--- src/rtl/mul_ctrl_pkg.sv ---
// Shared definitions for the repeated-addition multiplier control path.
package mul_ctrl_pkg;

    // Operand / counter width; must match the counter's din/dout.
    localparam int MUL_WIDTH = 16;

    // Controller states. The encoding is fixed so that other blocks can decode it.
    typedef enum logic [2:0] {
        IDLE  = 3'd0,
        GET_A = 3'd1,
        GET_B = 3'd2,
        RUN   = 3'd3,
        DONE  = 3'd4
    } state_t;

endpackage

--- src/rtl/mul_ctrl.sv ---
// Control FSM for the repeated-addition multiplier: captures A, then B, from the
// shared data bus, then adds A into the product once per count until the counter is zero.
module mul_ctrl
    import mul_ctrl_pkg::*;
#(
    parameter int WIDTH = MUL_WIDTH
) (
    input  logic             i_clk,
    input  logic             i_rst,
    input  logic             i_start,
    input  logic             i_din_vld,
    input  logic [WIDTH-1:0] i_cnt,
    output logic             o_lda,
    output logic             o_ldb,
    output logic             o_clrp,
    output logic             o_ldp,
    output logic             o_decb,
    output logic             o_busy,
    output logic             o_done
);

    state_t r_state;
    state_t w_next;
    logic   w_zero;

    // Full-width zero detect on the live counter value; the counter moves on the
    // same edge as the strobes, so this is re-evaluated every RUN cycle.
    assign w_zero = (i_cnt == '0);
    assign o_busy = (r_state != IDLE);

    // State register; reset abandons any multiply in flight.
    always_ff @(posedge i_clk or posedge i_rst) begin
        if (i_rst) r_state <= IDLE;
        else       r_state <= w_next;
    end

    // Next-state and strobe decode; RUN strobes are Mealy on the counter value.
    always_comb begin
        w_next = r_state;
        o_lda  = 1'b0;
        o_ldb  = 1'b0;
        o_clrp = 1'b0;
        o_ldp  = 1'b0;
        o_decb = 1'b0;
        o_done = 1'b0;
        case (r_state)
            IDLE: begin
                if (i_start) w_next = GET_A;
            end
            GET_A: begin
                if (i_din_vld) begin
                    o_lda  = 1'b1;
                    w_next = GET_B;
                end
            end
            GET_B: begin
                // Clearing the product while B loads keeps B=0 giving a zero product.
                if (i_din_vld) begin
                    o_ldb  = 1'b1;
                    o_clrp = 1'b1;
                    w_next = RUN;
                end
            end
            RUN: begin
                if (!w_zero) begin
                    o_ldp  = 1'b1;
                    o_decb = 1'b1;
                end else begin
                    w_next = DONE;
                end
            end
            DONE: begin
                o_done = 1'b1;
                w_next = IDLE;
            end
            default: w_next = IDLE;
        endcase
    end

endmodule

--- config.mk ---
export PLATFORM = sky130hd
export DESIGN_NAME = mul_ctrl
export DESIGN_NICKNAME = d
export VERILOG_FILES = /design/src/rtl/mul_ctrl_pkg.sv /design/src/rtl/mul_ctrl.sv
export SDC_FILE = /design/constraint.sdc
export NUM_CORES = 1
export LEC_CHECK = 0
export CAP_MARGIN = 20
export CORE_AREA = 2 2 39 41
export CTS_CLUSTER_DIAMETER = 40
export CTS_CLUSTER_SIZE = 16
export DETAILED_ROUTE_END_ITERATION = 8
export DIE_AREA = 0 0 41 43
export MAX_ROUTING_LAYER = met4
export PLACE_DENSITY = 0.58
export SYNTH_ARGS = -nofsm -noshare
export SYNTH_HDL_FRONTEND = slang
export SYNTH_SLANG_ARGS = --single-unit
export TNS_END_PERCENT = 1
--- constraint.sdc ---
create_clock -name i_clk -period 1.56 [get_ports i_clk]
set_clock_uncertainty 0.2 [all_clocks]
set_input_delay 0.312 -clock i_clk [delete_from_list [all_inputs] [get_ports i_clk]]
set_output_delay 0.312 -clock i_clk [all_outputs]
set_load 0.005 [all_outputs]
; Word-level counts from Yosys, hierarchy flattened
; Cells that the tools add are included.
[classes]
muxes = 11
n_eq_ne = 8
reduce_logical = 4
[op_table]
columns = op, count
row1 = $logic_not 16->1, 1
row2 = $mux 3, 4
row3 = $pmux 3 s4, 1
row4 = $ne 2x2->1 const B, 4
row5 = $eq 3x2->1 const B, 2
row6 = $mux 1, 6
row7 = $reduce_and 4->1, 1
row8 = $eq 3x1->1 const B, 1
row9 = $eq 3x3->1 const B, 1
row10 = $logic_not 3->1, 1
row11 = $reduce_bool 3->1, 1
[word_totals]
reg_bits = 3
input_bits = 20
elab_cells = 24

; Logic depth before layout (Yosys ltp)
[logic_depth]
ltp_word = 3
depth_mapped = 4
mapped_depth_nobuf = 3

; Worst setup path before layout
; No wires, ideal clock.
[synth_path]
path_kind = register to output
from = register r_state[0]
to = output o_ldb
path_stages_with_launch = 4
t_required_ps = 1048
path_slack_ps = 7
arrival_ps = 1041
path_buffers = 2
path_cell_list = dfrtp_1 -> buf_2 -> nor4bb_1 -> buf_4
[synth_between]
elab_chain_len = 2
[synth_lines]
columns = item, line
row1 = start: declaration, mul_ctrl.sv:22  ; state_t r_state;
row2 = start signal: assignment, mul_ctrl.sv:34  ; else r_state <= w_next;
row3 = $eq 3x2->1, --
row4 = $mux 1, --
row5 = end: declaration, mul_ctrl.sv:14  ; output logic o_ldb,
; Every way passes these cells.

; Worst setup path after layout
[layout_path]
from = register r_state[2]
to = output o_ldp
[layout_between]
elab_chain_len = 2
[layout_lines]
columns = item, line
row1 = $eq 3x2->1, mul_ctrl.sv:46  ; case (r_state)
row2 = $mux 1, mul_ctrl.sv:46
row3 = end: declaration, mul_ctrl.sv:16  ; output logic o_ldp,
; Every way passes these cells.

==> metrics.md <==
| Metric | Value |
|---|---|
| # nets final | 92 |
| Worst path slowest cell | dfrtp_2 |
| Share of cells above drive strength 1 | 53.5% |
| Hold Fails Final Rpt | 0 |
| Setup_tns | -736 ps |
| Clock power share | 18.4% |
| Max incr delay on CP | 430 ps |
| Register with the most flip-flops | r_state |
| Violated checks | setup timing |
| Final Setup Violations | 7 |
| Kind of critical path | register to output pin |
| Row Count | 14 |
| DRT Wirelength | 917 um |
| Worst setup EP type | output pin |
| CTS H-tree depth | 1 |
| Switching part of the total | 32.6% |
| Most area-consuming cells after synthesis | nor4_4 (28%), dfrtp_1 (25%), a41oi_2 (5.4%), buf_4 (5.0%), o21bai_1 (5.0%) |
| CTS tree | yes |
| Syn. warnings | 0 |
| Global-route wire length before repair | 1590 um |
| Most frequent cells in the layout | buf_4 (16), dlygate4sd2_1 (10), clkdlybuf4s15_1 (6), buf_2 (6), nor4_4 (4) |
| Vias in the first global route | 422 |
| Area after DPL | 628 um2 |
| Biggest regs | r_state: 3 flops |
| Die area | 1760 um2 |
| Post-layout instance area | 692 um2 |
| RSZ-0062 raised after global routing | true |
| IO Pins | 27 |
| Net Switching | 0.236 mW |
| Clock buffer depth | 2 |
| Die Span X | 41 um |
| Fmax | 571 MHz |
| Clock slew at reported path FFs | 40 ps |
| CP required | 1050 ps |
| Worst Reg2Reg Path Length in Cells | 5 |
| Pint | 0.489 mW |
| Post-Synthesis Cells | 27 |
| DRT iter0 DRCs | 5 |
| Critical path arrival | 1240 ps |
| GRT overflow | 0 |
| Startpoint types | register |
| DRT antenna net count | 0 |
| PnR worst setup slack | -192 ps |
| Commonest non-fill, non-tap cell in the layout | buf_4 |
| Util after Layout | 50.0% |
| Via-to-Cell Ratio | 4.49 |
| Synth Register Bits | 3 |
| Total track usage | 14.1% |
| Slew @ Worst Pin | 258 ps |
| Min-Delay Path Class | primary input to async pin |
| # clock sinks | 3 |
| Synth area leader | nor4_4 |
| Final worst-path cycle share | 112% |
| Core area | 1380 um2 |
| Largest net degree at the start of global routing | 6 |
| Clock latency on the worst-skew pair | 230 ps |
| Initial Util | 21.7% |
| Cell variety after synth | 19 |
| Buffers on Ports | 26 |
| PD cells | 1050 nW/um2 |
| Largest register FFs | 3 |
| Dpl hpwl | 637 um |
| CTS Root Cell | clkbuf_4 |
| Hold Buf Count CTS | 0 |
| CP max FO | 5 |
| Top-area cell type share of the netlist area | 28.3% |
| Syn nets | 47 |
| FILL cells | 149 |
| Synthesized area | 300 um2 |
| DR vias | 391 |
| Height of the chip | 43 um |
| Overall power | 0.725 mW |
| Synth Area per Inst | 11.1 um2 |
| Outcome | finished, violations left |
| Fin. max-slew vios | 0 |
| Max_cap viols | 0 |
| Seq/Total Area, Yosys | 25.0% |
| CTS Buf Count | 3 |
| Cells along the critical path | nand3b_1 -> a41oi_2 -> buf_2 |
| Residual DRC | 0 |
| Multi-input gate area | 220 um2 |
| Placer Congestion | 0.664 |
| VDD IR max | 457 uV |
| Rel. slew slack | 82.7% |
| Register Area | 78.8 um2 |
| Combinational Power Share | 62.4% |
| Detailed Routing Iterations Pass 1 | 4 |
| Leakage | 0.328 nW |
| # diodes | 0 |
| Register share of total power | 19.3% |
| Period minus WS final | 1750 ps |
| Drt wl/cell | 10.5 um |
| P&R area growth vs syn | 130% |
| Antenna violations before repair | 0 |
## power groups by stage
stage | logic, mW | clock network, mW | registers (mW)
global placement | 0.424 | 0 | 0.136
CTS | 0.456 | 0.141 | 0.136
floorplan | 0.184 | 0 | 0.124
global route | 0.498 | 0.151 | 0.146
detailed placement | 0.428 | 0 | 0.135
finish | 0.452 | 0.133 | 0.140
## worst paths after layout
path / start / to / slack [ps]
setup / recovery: r_state[2]$_DFFE_PP0P_ / o_ldp / -190
hold / removal: i_rst / r_state[1]$_DFFE_PP0P_ / 40
setup reg to reg: r_state[2]$_DFFE_PP0P_ / r_state[0]$_DFFE_PP0P_ / 80
hold reg to reg: r_state[2]$_DFFE_PP0P_ / r_state[1]$_DFFE_PP0P_ / 450
max in group asynchronous: i_rst / r_state[2]$_DFFE_PP0P_ / 980
min in group i_clk: i_cnt[1] / r_state[2]$_DFFE_PP0P_ / 300
## synth_stat cells (all sizes together)
library cell	number
nor3	1
a21oi	1
nor4	4
buf	3
and3b	1
nand4	1
nand3b	1
nor4bb	1
inv	2
nor2	1
o21ai	1
a41oi	1
o21bai	2
nor3b	1
nor2b	1
mux2i	1
dfrtp	3
or3	1
## timing repair
item | 4_1_cts | 5_1_grt
setup endpoints to repair | 9 | 10
hold endpoints to repair | 0 | 0
pin swaps | 6 | 5
gates resized for setup | 52 | 8
buffers inserted | 8 | 0
## critical path, delay by kind of cell (launching register included)
family	cells	cell delay, ps
compound gates	1	210
buf+inv	1	150
flops	1	430
simple gates	1	210
## cell type report
cell class	count	share of cell area, %
timing repair buffer	43	49.0
multi-input combinational	19	31.8
sequential	3	11.4
clock buffer	4	3.80
tap	16	2.89
inverter	2	1.08
## logic make-up after synthesis
family                 synth area share, %
and+or+nand+nor                       48.8
muxes                                 3.33
DFF                                   25.0
buffers and inverters                 9.16
AOI/OAI and AO/OA                     13.7
## layer usage
layer  global-route usage [%]  routed length (um)  vias to the layer above
met3                     3.14                  72                        2
met5                        -                   0                        -
met1                     12.9                 310                      178
li1                         -                   -                      190
met4                     10.0                  12                        0
met2                     23.8                 520                       21
## through the flow
| stage | hold slack, ps | instances | setup slack [ps] |
|---|---|---|---|
| 2_1_floorplan | -134 | 27 | 6.54 |
| 3_3_place_gp | 286 | 75 | -703 |
| 3_5_place_dp | 289 | 75 | -717 |
| 4_1_cts | 41.3 | 87 | -216 |
| 5_1_grt | 58.2 | 87 | -271 |
| 6_report | 44.6 | 87 | -192 |
(Power assumes the default switching activity.)
